$ cat src/rtl/scope_uart_cmd_parser_pkg.sv
// Shared constants and types for the scope UART command parser.
// Command bytes, ack codes, FSM states and trigger field width.
package scope_cmd_pkg;
  localparam int TRIG_W = 40;

  localparam logic [7:0] CMD_ARM       = 8'h41;
  localparam logic [7:0] CMD_DISARM    = 8'h44;
  localparam logic [7:0] CMD_TRIG_RISE = 8'h52;
  localparam logic [7:0] CMD_TRIG_FALL = 8'h46;
  localparam logic [7:0] ACK_ERR       = 8'h3F;

  typedef enum logic [1:0] {
    IDLE,
    PAYLOAD,
    COMMIT,
    ACK
  } state_e;
endpackage

$ cat src/rtl/scope_uart_cmd_parser_if.sv
// UART-side byte streams: rx bytes into the parser, ack bytes out.
// master = UART rx/tx side, slave = command parser.
interface scope_uart_cmd_parser_if;
  logic [7:0] rx_data;
  logic       rx_valid;
  logic       rx_ready;
  logic [7:0] tx_data;
  logic       tx_valid;
  logic       tx_ready;

  modport master (
    output rx_data, rx_valid, tx_ready,
    input  rx_ready, tx_data, tx_valid
  );

  modport slave (
    input  rx_data, rx_valid, tx_ready,
    output rx_ready, tx_data, tx_valid
  );
endinterface

$ cat src/rtl/scope_uart_cmd_parser.sv
// Byte command decoder: arm/disarm pulses, trigger config, ack byte.
// Trigger payload is 10 bytes: level[39:0] then holdoff[39:0], LSB first.
module scope_uart_cmd_parser
  import scope_cmd_pkg::*;
#(
  parameter int CLK_HZ         = 100000000,
  parameter int TIMEOUT_CYCLES = 1000000,
  parameter int PAYLOAD_BYTES  = 10
) (
  input  logic              clk,
  input  logic              rst_n,
  scope_uart_cmd_parser_if.slave bus,
  output logic              arm,
  output logic              disarm,
  output logic              trig_we,
  output logic              trig_edge,
  output logic [TRIG_W-1:0] trig_level,
  output logic [TRIG_W-1:0] trig_holdoff,
  output logic              err
);

  if (PAYLOAD_BYTES != 10 || CLK_HZ <= 0 || TIMEOUT_CYCLES < 2)
  begin : g_bad_cfg
    $error("scope_uart_cmd_parser: unsupported configuration");
  end

  localparam int TO_W = $clog2(TIMEOUT_CYCLES);
  localparam logic [TO_W-1:0] TO_LAST = TO_W'(TIMEOUT_CYCLES - 1);
  localparam logic [3:0] LAST_IDX = 4'(PAYLOAD_BYTES - 1);

  state_e            state_q, state_d;
  logic [3:0]        cnt_q, cnt_d;
  logic [TO_W-1:0]   to_q, to_d;
  logic [2*TRIG_W-1:0] shadow_q, shadow_d;
  logic              edge_sh_q, edge_sh_d;
  logic [7:0]        cmd_q, cmd_d;
  logic              rx_ready_q, rx_ready_d;
  logic              tx_valid_q, tx_valid_d;
  logic [7:0]        tx_data_q, tx_data_d;
  logic              arm_q, arm_d;
  logic              disarm_q, disarm_d;
  logic              trig_we_q, trig_we_d;
  logic              err_q, err_d;
  logic              trig_edge_q, trig_edge_d;
  logic [TRIG_W-1:0] trig_level_q, trig_level_d;
  logic [TRIG_W-1:0] trig_holdoff_q, trig_holdoff_d;

  logic rx_fire, tx_fire;
  logic is_arm, is_dis, is_trig;

  assign rx_fire = bus.rx_valid & rx_ready_q;
  assign tx_fire = tx_valid_q & bus.tx_ready;
  assign is_arm  = bus.rx_data == CMD_ARM;
  assign is_dis  = bus.rx_data == CMD_DISARM;
  assign is_trig = (bus.rx_data == CMD_TRIG_RISE) ||
                   (bus.rx_data == CMD_TRIG_FALL);

  // Next-state, pulse and config decode.
  always_comb begin
    state_d        = state_q;
    cnt_d          = cnt_q;
    to_d           = to_q;
    shadow_d       = shadow_q;
    edge_sh_d      = edge_sh_q;
    cmd_d          = cmd_q;
    tx_valid_d     = tx_valid_q;
    tx_data_d      = tx_data_q;
    arm_d          = 1'b0;
    disarm_d       = 1'b0;
    trig_we_d      = 1'b0;
    err_d          = 1'b0;
    trig_edge_d    = trig_edge_q;
    trig_level_d   = trig_level_q;
    trig_holdoff_d = trig_holdoff_q;

    unique case (state_q)
      IDLE: begin
        if (rx_fire) begin
          cmd_d = bus.rx_data;
          unique case (1'b1)
            is_arm, is_dis: begin
              arm_d      = is_arm;
              disarm_d   = is_dis;
              tx_data_d  = bus.rx_data;
              tx_valid_d = 1'b1;
              state_d    = ACK;
            end
            is_trig: begin
              edge_sh_d = bus.rx_data == CMD_TRIG_RISE;
              cnt_d     = '0;
              to_d      = '0;
              state_d   = PAYLOAD;
            end
            default: begin
              err_d      = 1'b1;
              tx_data_d  = ACK_ERR;
              tx_valid_d = 1'b1;
              state_d    = ACK;
            end
          endcase
        end
      end
      PAYLOAD: begin
        if (rx_fire) begin
          shadow_d[{cnt_q, 3'b000} +: 8] = bus.rx_data;
          cnt_d = cnt_q + 4'd1;
          to_d  = '0;
          if (cnt_q == LAST_IDX) begin
            trig_edge_d    = edge_sh_q;
            trig_level_d   = shadow_d[TRIG_W-1:0];
            trig_holdoff_d = shadow_d[2*TRIG_W-1:TRIG_W];
            trig_we_d      = 1'b1;
            state_d        = COMMIT;
          end
        end else if (to_q == TO_LAST) begin
          err_d      = 1'b1;
          tx_data_d  = ACK_ERR;
          tx_valid_d = 1'b1;
          state_d    = ACK;
        end else begin
          to_d = to_q + 1'b1;
        end
      end
      COMMIT: begin
        tx_data_d  = cmd_q;
        tx_valid_d = 1'b1;
        state_d    = ACK;
      end
      ACK: begin
        if (tx_fire) begin
          tx_valid_d = 1'b0;
          state_d    = IDLE;
        end
      end
      default: state_d = IDLE;
    endcase

    rx_ready_d = (state_d == IDLE) || (state_d == PAYLOAD);
  end

  // State and output registers with synchronous active-low reset.
  always_ff @(posedge clk) begin
    if (!rst_n) begin
      state_q        <= IDLE;
      cnt_q          <= '0;
      to_q           <= '0;
      shadow_q       <= '0;
      edge_sh_q      <= 1'b1;
      cmd_q          <= '0;
      rx_ready_q     <= 1'b0;
      tx_valid_q     <= 1'b0;
      tx_data_q      <= '0;
      arm_q          <= 1'b0;
      disarm_q       <= 1'b0;
      trig_we_q      <= 1'b0;
      err_q          <= 1'b0;
      trig_edge_q    <= 1'b1;
      trig_level_q   <= '0;
      trig_holdoff_q <= '0;
    end else begin
      state_q        <= state_d;
      cnt_q          <= cnt_d;
      to_q           <= to_d;
      shadow_q       <= shadow_d;
      edge_sh_q      <= edge_sh_d;
      cmd_q          <= cmd_d;
      rx_ready_q     <= rx_ready_d;
      tx_valid_q     <= tx_valid_d;
      tx_data_q      <= tx_data_d;
      arm_q          <= arm_d;
      disarm_q       <= disarm_d;
      trig_we_q      <= trig_we_d;
      err_q          <= err_d;
      trig_edge_q    <= trig_edge_d;
      trig_level_q   <= trig_level_d;
      trig_holdoff_q <= trig_holdoff_d;
    end
  end

  assign bus.rx_ready = rx_ready_q;
  assign bus.tx_valid = tx_valid_q;
  assign bus.tx_data  = tx_data_q;
  assign arm          = arm_q;
  assign disarm       = disarm_q;
  assign trig_we      = trig_we_q;
  assign err          = err_q;
  assign trig_edge    = trig_edge_q;
  assign trig_level   = trig_level_q;
  assign trig_holdoff = trig_holdoff_q;

endmodule

$ cat src/flat_wrapper.sv
// flat-port wrapper written by rule: the top's interface ports become plain ports
module scope_uart_cmd_parser_flat import scope_cmd_pkg::*;
#(
  parameter int CLK_HZ         = 100000000,
  parameter int TIMEOUT_CYCLES = 1000000,
  parameter int PAYLOAD_BYTES  = 10
)
  (clk, rst_n, arm, disarm, trig_we, trig_edge, trig_level, trig_holdoff, err, bus_rx_data, bus_rx_valid, bus_tx_ready, bus_rx_ready, bus_tx_data, bus_tx_valid);
  scope_uart_cmd_parser_if bus_i ();
  input  logic clk;
  input  logic rst_n;
  output logic arm;
  output logic disarm;
  output logic trig_we;
  output logic trig_edge;
  output logic [TRIG_W-1:0] trig_level;
  output logic [TRIG_W-1:0] trig_holdoff;
  output logic err;
  input wire logic [$bits(bus_i.rx_data)-1:0] bus_rx_data;
  input wire logic [$bits(bus_i.rx_valid)-1:0] bus_rx_valid;
  input wire logic [$bits(bus_i.tx_ready)-1:0] bus_tx_ready;
  output wire logic [$bits(bus_i.rx_ready)-1:0] bus_rx_ready;
  output wire logic [$bits(bus_i.tx_data)-1:0] bus_tx_data;
  output wire logic [$bits(bus_i.tx_valid)-1:0] bus_tx_valid;
  assign bus_i.rx_data = bus_rx_data;
  assign bus_i.rx_valid = bus_rx_valid;
  assign bus_i.tx_ready = bus_tx_ready;
  assign bus_rx_ready = bus_i.rx_ready;
  assign bus_tx_data = bus_i.tx_data;
  assign bus_tx_valid = bus_i.tx_valid;
  scope_uart_cmd_parser #(.CLK_HZ(CLK_HZ), .TIMEOUT_CYCLES(TIMEOUT_CYCLES), .PAYLOAD_BYTES(PAYLOAD_BYTES)) u_core (.clk(clk), .rst_n(rst_n), .bus(bus_i), .arm(arm), .disarm(disarm), .trig_we(trig_we), .trig_edge(trig_edge), .trig_level(trig_level), .trig_holdoff(trig_holdoff), .err(err));
endmodule
$ cat config.mk
export PLATFORM = sky130hd
export DESIGN_NAME = scope_uart_cmd_parser_flat
export DESIGN_NICKNAME = d
export VERILOG_FILES = /design/src/rtl/scope_uart_cmd_parser_pkg.sv /design/src/rtl/scope_uart_cmd_parser_if.sv /design/src/rtl/scope_uart_cmd_parser.sv /design/src/flat_wrapper.sv
export SDC_FILE = /design/constraint.sdc
export NUM_CORES = 1
export LEC_CHECK = 0
export BUFFER_PORTS_ARGS = -buffer_cell sky130_fd_sc_hd__buf_2
export CAP_MARGIN = 10
export CELL_PAD_IN_SITES_DETAIL_PLACEMENT = 0
export CELL_PAD_IN_SITES_GLOBAL_PLACEMENT = 1
export CORE_AREA = 2 2 147 149
export DETAILED_ROUTE_END_ITERATION = 10
export DIE_AREA = 0 0 149 151
export PLACE_DENSITY_LB_ADDON = 0.05
export REMOVE_ABC_BUFFERS = 1
export SYNTH_ARGS = -nofsm -noshare
export SYNTH_HDL_FRONTEND = slang
export SYNTH_SLANG_ARGS = --single-unit
$ cat constraint.sdc
create_clock -name clk -period 3.2 [get_ports clk]
set_input_delay 0.8 -clock clk [delete_from_list [all_inputs] [get_ports clk]]
set_output_delay 0.8 -clock clk [all_outputs]
set_load 0.01 [all_outputs]
==> results of run 1 <==
## flip-flops by register name, summed over array words and instances, names as in the netlist
| register | cells |
|---|---|
| u_core.arm | 1 |
| u_core.bus.rx_ready | 1 |
| u_core.bus.tx_data | 8 |
| u_core.bus.tx_valid | 1 |
| u_core.cmd_q | 8 |
| u_core.cnt_q | 4 |
| u_core.disarm | 1 |
| u_core.edge_sh_q | 1 |
| u_core.err | 1 |
| u_core.shadow_q | 80 |
| u_core.state_q | 2 |
| u_core.to_q | 20 |
| u_core.trig_edge | 1 |
| u_core.trig_holdoff | 40 |
| u_core.trig_level | 40 |
| u_core.trig_we | 1 |
## cell usage in the layout (no fill, tap or decap), types with 10 or more instances in the layout
master     instances
dfxtp_1          210
o21ai_0           82
nand2_1          111
buf_2            106
a21oi_1          108
nor2_1           134
nor3_1            13
ha_1              10
xnor2_1           12
buf_4             33
nand3_1           51
mux2i_1           71
a211oi_1          52
clkbuf_16         25
and3_1            24
nor2b_1           13
nand4_1           11
## metal layers
layer | GRT usage | up-vias | share of wire
li1 | - | 3979 | -
met4 | 0.0533 | 0 | 0.018
met1 | 0.306 | 3632 | 0.49
met2 | 0.337 | 163 | 0.45
met5 | 0 | - | 0
met3 | 0.0229 | 35 | 0.039
## power by group through the flow
stage	sequential, mW	clock (mW)	combinational (mW)
detailed placement	2.82	0	0.809
CTS	2.76	2.89	0.813
finish	2.76	2.83	0.810
floorplan	2.83	0	0.499
global placement	2.82	0	0.807
global route	2.77	2.99	0.912
## final timing paths
kind / slack [ns] / startpoint / endpoint
max: 0.37 / u_core.cnt_q[0] / u_core.shadow_q[78]
min: 0.45 / u_core.shadow_q[32] / u_core.shadow_q[32]
max reg2reg: 0.37 / u_core.cnt_q[0] / u_core.shadow_q[78]
min reg2reg: 0.45 / u_core.shadow_q[32] / u_core.shadow_q[32]
## Yosys cell counts, types with 2 or more instances
library cell,instances
nor3b_1,4
nor4_1,6
buf_2,15
buf_1,2
nand2b_1,9
mux2i_1,71
clkbuf_1,69
o22ai_1,2
a21oi_1,108
and2_1,2
or4_1,2
and3_1,24
xor2_1,4
nand4_1,11
o21ai_1,3
nor4b_1,4
a31oi_1,2
nor3_1,13
or2_2,6
nand3_1,51
a311oi_1,3
o21ai_0,84
nor2b_1,13
dfxtp_1,210
nor2_1,136
mux2_2,2
xnor2_1,12
a21o_1,3
inv_1,9
a211oi_1,52
or3_1,2
o211ai_1,8
nand2_1,111
ha_1,10
o41ai_1,2
## layout make-up
cell class | instances | area (um2) | share of cell area
multi-input cells | 779 | 4510 | 0.419
flip-flops and latches | 210 | 4200 | 0.391
repair buffers | 142 | 838 | 0.0779
clock buffers | 37 | 741 | 0.0688
well taps | 275 | 344 | 0.0320
clock inverters | 7 | 85.1 | 0.00791
inverters | 10 | 38.8 | 0.00361
## critical path, cell delays in order, from the launching register on
cell     delay [ns]
dfxtp_1        0.64
inv_1          0.19
ha_1           0.34
or2_2          0.32
o21ai_1        0.25
mux2_2         0.24
nand3_1        0.39
nand3_1        0.22
o21ai_0        0.10
## cells by family (layout without fill, tap and decap cells)
family | Yosys count | after routing | synth area share
and+or+nand+nor | 405 | 405 | 0.210
AOI/OAI and AO/OA | 275 | 275 | 0.175
DFF | 210 | 210 | 0.462
buffers and inverters | 97 | 196 | 0.0429
muxes | 73 | 73 | 0.0806
xor gates and xnor gates | 16 | 16 | 0.0154
adders and majority gates | 10 | 10 | 0.0138
==> impl_metrics.py, run 1 <==
metrics = {
    "timing": {
        "finalSetupViolations": 0,
        "whs_ns": 0.454,
        "max_slew.worst_pin.slew_ns": 0.721,
        "hold_viol_final": 0,
        "fin_setup_tns_ns": 0,
        "rsz0062_at_grt": "no",
        "slew_viol_final": 0,
        "skew_ns": 0.0103,
        "period_share": 0.883,
        "max_freq_mhz": 354,
        "slew_headroom": 0.515,
        "layout_min_cycle_time_ns": 2.83,
        "setup_ws_ns": 0.374,
    },
    "synth": {
        "syn_avg_cell_area_um2": 8.37,
        "yosysTopAreaCell": "dfxtp_1",
        "synth_cell_types": 56,
        "synth_top_cell_area_share": 0.462,
        "ys_warn_count": 0,
        "synthFlopType": "dfxtp_1",
        "syn_inst": 1086,
        "synthTopCellsByArea": "dfxtp_1, mux2i_1, a21oi_1",
        "synth-edff-count": 0,
        "ys_ff_latch": 210,
        "seq_area_frac_synth": 0.462,
        "async_flop_share": 0,
        "syn-cell-area_um2": 9090,
    },
    "clock_tree": {
        "numCtsBuffers": 24,
        "cts-root-buf": "clkbuf_16",
        "clock_sink_count": 210,
        "cts_setup_buffers": 0,
        "clkLatencyLatePin_ns": 0.52,
        "cts_tree": "yes",
        "htreeDepth": 1,
        "cts_resized": 0,
        "cts_buffer_depth": 3,
        "cts.reportedPaths.clkPinSlew_ns": 0.06,
        "cts_hold_buf": 0,
    },
    "power_and_ir_drop": {
        "p_seq_frac": 0.431,
        "vdd_drop_max_v": 0.000343,
        "switching_share": 0.260,
        "power_density_nw_per_um2": 595,
        "intPower_mw": 4.74,
        "switchingPower_mw": 1.66,
        "leakage_nw": 4.52,
        "clkPwrFrac": 0.442,
        "total_power_mw": 6.41,
        "p_comb_frac": 0.126,
    },
    "global_routing": {
        "overflow": 0,
        "grt_pass1_wl_mm": 38.5,
        "grt_max_degree": 84,
        "grt_pass1_vias": 7211,
        "antenna_found_initial": 0,
        "grt_use_total": 0.211,
    },
    "setup_path": {
        "cp.required_ns": 3.57,
        "cp_max_fo": 18,
        "path_class": "register to register",
        "worst-r2r-cell-count": 8,
        "cp-end-kind": "register",
        "cp-start-kind": "register",
        "arrival_ns": 3.20,
    },
    "floorplanning": {
        "die_y_um": 151,
        "die_width_um": 149,
        "std_cell_rows": 53,
        "dieArea_um2": 22500,
        "initial_core_util": 0.437,
        "boundaryPins": 107,
        "core_area_um2": 20800,
    },
    "placed_design": {
        "dp.cells": 1416,
        "gp_congestion": 0.848,
        "preCtsSetupSlack_ns": 0.313,
        "portBuffers": 106,
        "place_hpwl_mm": 15.5,
        "placed_area_um2": 9930,
    },
    "layout": {
        "drive_above_1_share": 0.167,
        "finalNonFillerCells": 1460,
        "final_nets": 1189,
        "diodes": 0,
        "stdcell_area_um2": 10800,
        "syn_to_final_growth_pct": 18.3,
        "final_core_util": 0.517,
        "nFillCells": 2066,
    },
    "hold_path": {
        "whs_path_depth": 2,
        "hold_path.class": "register to register",
    },
    "route": {
        "detail-route-antenna-nets": 0,
        "drc_errors": 0,
        "vias": 7809,
        "routed_wl_mm": 23.9,
        "wl_per_cell_um": 16.4,
        "drt-initial-drc-count": 408,
        "viasPerCell": 5.35,
        "drtPass1Iterations": 5,
    },
    "run_status": {
        "status": "complete, no violations",
    },
    "run": {
        "cap_viol_max_count": 0,
    },
}
(Power assumes the default switching activity.)
==> inputs of run 2 (changes only) <==
--- a/config.mk
+++ b/config.mk
@@ -12,6 +12,7 @@
 export CORE_AREA = 2 2 147 149
 export DETAILED_ROUTE_END_ITERATION = 10
 export DIE_AREA = 0 0 149 151
+export MAX_ROUTING_LAYER = met4
 export PLACE_DENSITY_LB_ADDON = 0.05
 export REMOVE_ABC_BUFFERS = 1
 export SYNTH_ARGS = -nofsm -noshare
==> run 2 against run 1 <==
Design area is the same; combinational power is essentially flat; non-clock buffer count is the same; largest power group unchanged; clock power is essentially flat; clock skew shrank 0.0032 ns; die area is the same; count of clock-buffer cells in the layout is the same; maximum frequency grew 0.68%; first-iteration DRC count shrank 9.3%; power is essentially flat; sequential power is essentially flat; register-to-register slack gained 0.02 ns.
==> impl_metrics.py, run 2 (synthesis gave the netlist of run 1 again) <==
metrics = {
    "run_status": {
        "status": "complete, no violations",
    },
    "placed_design": {
        "dp.cells": 1416,
        "place_hpwl_mm": 15.5,
        "portBuffers": 106,
        "gp_congestion": 0.861,
    },
    "global_routing": {
        "grt_use_total": 0.218,
        "antenna_found_initial": 0,
        "grt_pass1_vias": 7204,
        "grt_pass1_wl_mm": 38.5,
        "grt_max_degree": 84,
        "overflow": 0,
    },
    "timing": {
        "max_slew.worst_pin.slew_ns": 0.797,
        "rsz0062_at_grt": "no",
        "fin_setup_tns_ns": 0,
        "slew_headroom": 0.465,
        "max_freq_mhz": 356,
        "layout_min_cycle_time_ns": 2.81,
        "hold_viol_final": 0,
        "finalSetupViolations": 0,
        "skew_ns": 0.00711,
        "slew_viol_final": 0,
        "period_share": 0.877,
    },
    "floorplanning": {
        "boundaryPins": 107,
        "die_y_um": 151,
        "core_area_um2": 20800,
        "dieArea_um2": 22500,
        "die_width_um": 149,
        "std_cell_rows": 53,
        "initial_core_util": 0.437,
    },
    "layout": {
        "diodes": 0,
        "drive_above_1_share": 0.167,
        "regMostFlops": "u_core.shadow_q",
        "nFillCells": 2066,
        "multi_input_area_um2": 4510,
        "layout_common_cells": "dfxtp_1, nor2_1, nand2_1, a21oi_1, buf_2",
        "largest_reg_flops": 80,
        "final_nets": 1189,
        "seqCellArea_um2": 4200,
        "finalNonFillerCells": 1460,
        "final_common_cell": "dfxtp_1",
        "syn_to_final_growth_pct": 18.3,
    },
    "route": {
        "drc_errors": 0,
        "drtPass1Iterations": 6,
        "drt-initial-drc-count": 370,
        "routed_wl_mm": 23.9,
        "wl_per_cell_um": 16.3,
        "vias": 7812,
        "detail-route-antenna-nets": 0,
        "viasPerCell": 5.35,
    },
    "setup_path": {
        "path_class": "register to register",
        "cp_max_fo": 18,
        "cp-start-kind": "register",
        "reg2reg_to": "u_core.shadow_q[29]",
        "arrival_ns": 3.18,
        "r2r_slack_ns": 0.39,
        "worst-r2r-cell-count": 8,
        "cp.required_ns": 3.57,
        "cp-end-kind": "register",
        "reg2reg_from": "u_core.cnt_q[0]",
    },
    "hold_path": {
        "whs_endpoint": "u_core.shadow_q[32]",
        "hold_start": "u_core.shadow_q[32]",
        "hold_path.class": "register to register",
        "whs_path_depth": 2,
    },
    "clock_tree": {
        "htreeDepth": 1,
        "cts_tree": "yes",
        "clkLatencyLatePin_ns": 0.51,
        "cts.reportedPaths.clkPinSlew_ns": 0.06,
        "numCtsBuffers": 24,
        "cts_buffer_depth": 3,
        "cts-root-buf": "clkbuf_16",
        "cts_setup_buffers": 0,
        "clock_sink_count": 210,
    },
    "power_and_ir_drop": {
        "vdd_drop_max_v": 0.000342,
        "leakage_nw": 4.52,
        "total_power_mw": 6.40,
        "power_density_nw_per_um2": 595,
    },
    "run": {
        "cap_viol_max_count": 0,
    },
}
[run 2: timing repair]
action	CTS	global route
hold buffers	0	0
resized for setup	0	1
setup endpoints to repair	0	4
[run 2: critical path, cell delays in order, from the launching register on]
cell      delay [ns]
dfxtp_1         0.64
inv_1           0.18
ha_1            0.34
or2_2           0.32
o21ai_1         0.24
o211ai_2        0.25
or2_1           0.45
nand3_1         0.15
o21ai_0         0.09
[run 2: worst max-delay path by stage]
stage | from | end | slack, ns | cells after the start
6_report | u_core.cnt_q[0] | u_core.shadow_q[29] | 0.39 | 8
5_1_grt | u_core.cnt_q[0] | u_core.shadow_q[25] | 0.09 | 8
4_1_cts | u_core.cnt_q[0] | u_core.shadow_q[25] | 0.30 | 8
3_5_place_dp | u_core.cnt_q[0] | u_core.shadow_q[29] | 0.31 | 8
3_3_place_gp | u_core.cnt_q[0] | u_core.shadow_q[26] | 0.40 | 8
2_1_floorplan | bus_rx_valid | u_core.trig_level[24] | -2.96 | 5
[run 2: metal layers]
metal	track usage	wire length [um]
met1	0.307	11800
met2	0.336	10700
met3	0.0226	943
met4	0.0533	427
met5	-	0
[run 2: stage by stage]
step,hold slack (ns),area [um2],util,worst slack [ns]
after floorplan,0.436,8740,-,-2.96
after global placement,0.442,9930,0.477,0.398
after detailed placement,0.447,9930,0.477,0.313
after CTS,0.455,10800,0.517,0.300
after global routing,0.470,10800,0.517,0.0854
final,0.454,10800,0.517,0.393
[run 2: area by class of cell]
type                    instances  area share
repair buffers                142      0.0779
inverters                      10     0.00361
multi-input cells             779       0.419
clock buffers                  37      0.0688
clock inverters                 7     0.00791
flip-flops and latches        210       0.391
well taps                     275      0.0320
[run 2: where the power goes]
| part | total [mW] | switching [mW] | internal (mW) |
|---|---|---|---|
| sequential | 2.76 | 0.0538 | 2.71 |
| clock | 2.83 | 1.08 | 1.75 |
| combinational | 0.810 | 0.524 | 0.286 |
==> inputs of run 3 (changes only) <==
--- a/config.mk
+++ b/config.mk
@@ -9,9 +9,10 @@
 export CAP_MARGIN = 10
 export CELL_PAD_IN_SITES_DETAIL_PLACEMENT = 0
 export CELL_PAD_IN_SITES_GLOBAL_PLACEMENT = 1
-export CORE_AREA = 2 2 147 149
+export CORE_AREA = 2 2 146 148
+export CTS_BUF_LIST = sky130_fd_sc_hd__clkbuf_8
 export DETAILED_ROUTE_END_ITERATION = 10
-export DIE_AREA = 0 0 149 151
+export DIE_AREA = 0 0 148 150
 export MAX_ROUTING_LAYER = met4
 export PLACE_DENSITY_LB_ADDON = 0.05
 export REMOVE_ABC_BUFFERS = 1
==> constraint.sdc (replaced) <==
create_clock -name clk -period 2.7 [get_ports clk]
set_input_delay 0.675 -clock clk [delete_from_list [all_inputs] [get_ports clk]]
set_output_delay 0.675 -clock clk [all_outputs]
set_load 0.01 [all_outputs]
==> run 3 against run 2 <==
Register-to-register slack got worse by 0.13 ns; largest cell class unchanged; combinational power is 18% higher; first-iteration DRC count decreased by 2.2%; wire length shrank 1.5%; via count grew 0.86%; clock power is 15% higher; clock skew rose by 0.013 ns; highest routed layer unchanged; largest power group is now registers; critical path depth stayed put.
==> impl_metrics.py, run 3 (synthesis gave the netlist of run 1 again) <==
metrics = {
    "run_status": {
        "status": "complete, no violations",
    },
    "layout": {
        "syn_to_final_growth_pct": 19.9,
        "nFillCells": 2090,
        "finalNonFillerCells": 1495,
        "layout_common_cells": "dfxtp_1, nor2_1, nand2_1, a21oi_1, buf_2",
        "final_nets": 1213,
        "largest_reg_flops": 80,
        "stdcell_area_um2": 10900,
        "drive_above_1_share": 0.189,
        "diodes": 0,
        "regMostFlops": "u_core.shadow_q",
        "final_common_cell": "dfxtp_1",
    },
    "timing": {
        "period_share": 0.904,
        "max_slew.worst_pin.slew_ns": 0.721,
        "skew_ns": 0.0201,
        "slew_viol_final": 0,
        "max_freq_mhz": 410,
        "finalSetupViolations": 0,
        "layout_min_cycle_time_ns": 2.44,
        "slew_headroom": 0.516,
        "whs_ns": 0.452,
        "hold_viol_final": 0,
        "rsz0062_at_grt": "no",
    },
    "clock_tree": {
        "cts_resized": 0,
        "cts-root-buf": "clkbuf_8",
        "cts_tree": "yes",
        "cts.reportedPaths.clkPinSlew_ns": 0.06,
        "cts_hold_buf": 0,
        "cts_setup_buffers": 0,
        "cts_buffer_depth": 3,
        "clock_sink_count": 210,
        "numCtsBuffers": 38,
        "clkLatencyLatePin_ns": 0.52,
        "htreeDepth": 2,
    },
    "floorplanning": {
        "std_cell_rows": 53,
        "dieArea_um2": 22200,
        "initial_core_util": 0.439,
        "die_y_um": 150,
        "boundaryPins": 107,
        "core_area_um2": 20700,
        "die_width_um": 148,
    },
    "route": {
        "viasPerCell": 5.27,
        "drc_errors": 0,
        "routed_wl_mm": 23.5,
        "drtPass1Iterations": 5,
        "wl_per_cell_um": 15.7,
        "drt-initial-drc-count": 362,
        "vias": 7879,
        "detail-route-antenna-nets": 0,
    },
    "setup_path": {
        "cp.required_ns": 3.06,
        "critPathMaxStageDelay_ns": 0.51,
        "r2r_slack_ns": 0.26,
        "cp_slowest_cell": "or2_0",
        "path_class": "register to register",
        "cpLargestDelayFamily": "simple AND/OR/NAND/NOR gates",
        "cp-start-kind": "register",
        "arrival_ns": 2.80,
        "cp-end-kind": "register",
        "path_cells": "inv_1, ha_1, or2_2, o21ai_1, o211ai_2, or2_0, nand3_1, o21ai_0",
        "cp_max_fo": 16,
        "critPathBufInv": 1,
    },
    "global_routing": {
        "grt_pass1_wl_mm": 38.0,
        "grt_max_degree": 112,
        "grt_use_total": 0.216,
        "grt_pass1_vias": 7200,
        "antenna_found_initial": 1,
        "overflow": 0,
    },
    "placed_design": {
        "placed_area_um2": 10000,
        "dp.cells": 1426,
        "gp_congestion": 0.812,
        "portBuffers": 106,
        "place_hpwl_mm": 15.4,
    },
    "hold_path": {
        "hold_path.class": "register to register",
    },
    "run": {
        "cap_viol_max_count": 0,
    },
    "power_and_ir_drop": {
        "vdd_drop_max_v": 0.000600,
        "power_density_nw_per_um2": 688,
        "leakage_nw": 4.64,
    },
}
-- run 3: cell types whose count changed in the layout (fill, tap and decap cells not counted), sizes merged --
cell | before | now
clkinvlp | 0 | 2
clkbuf | 37 | 53
inv | 9 | 17
buf | 142 | 152
clkinv | 6 | 5
-- run 3: per-stage QoR --
step	TNS (ns)	setup WS [ns]	power, mW	utilization
CTS	0	0.227	7.60	0.527
floorplan	-266.75	-3.33	3.95	-
global placement	0	0.150	4.30	0.486
global route	0	0.0382	7.87	0.527
detailed placement	0	0.111	4.30	0.486
finish	0	0.258	7.50	0.527
-- run 3: final cells by class --
cell class	count	area, um2	share of cell area
Sequential cell	210	4200	0.386
Clock inverter	16	125	0.0115
Inverter	10	38.8	0.00356
Timing Repair Buffer	152	951	0.0872
Clock buffer	53	729	0.0669
Tap cell	275	344	0.0316
Multi-Input combinational cell	779	4510	0.414
-- run 3: routing by layer --
| layer | vias up | GRT usage | part of all wire |
|---|---|---|---|
| met5 | - | - | 0 |
| met4 | 0 | 0.0500 | 0.012 |
| met3 | 24 | 0.0378 | 0.042 |
| met2 | 156 | 0.327 | 0.45 |
| met1 | 3661 | 0.302 | 0.50 |
| li1 | 4038 | - | - |
-- run 3: power by group --
part,total [mW],switching (mW),internal (mW)
registers,3.28,0.0653,3.21
clock network,3.26,1.33,1.94
logic,0.959,0.612,0.346
total,7.50,2.00,5.50
-- run 3: path summary, 6_finish.rpt --
kind                            cells past startpoint             endpoint                 from
worst max-delay path                                8  u_core.shadow_q[30]      u_core.cnt_q[0]
worst min-delay path                                2  u_core.shadow_q[46]  u_core.shadow_q[46]
worst max register to register                      8  u_core.shadow_q[30]      u_core.cnt_q[0]
worst min register to register                      2  u_core.shadow_q[46]  u_core.shadow_q[46]
-- run 3: worst register-to-register path, stage by stage, from the launching register on --
cell and delay [ns]:
dfxtp_1 0.32, inv_1 0.09, ha_1 0.31, or2_2 0.32
o21ai_1 0.23, o211ai_2 0.24, or2_0 0.51, nand3_1 0.18
o21ai_0 0.09
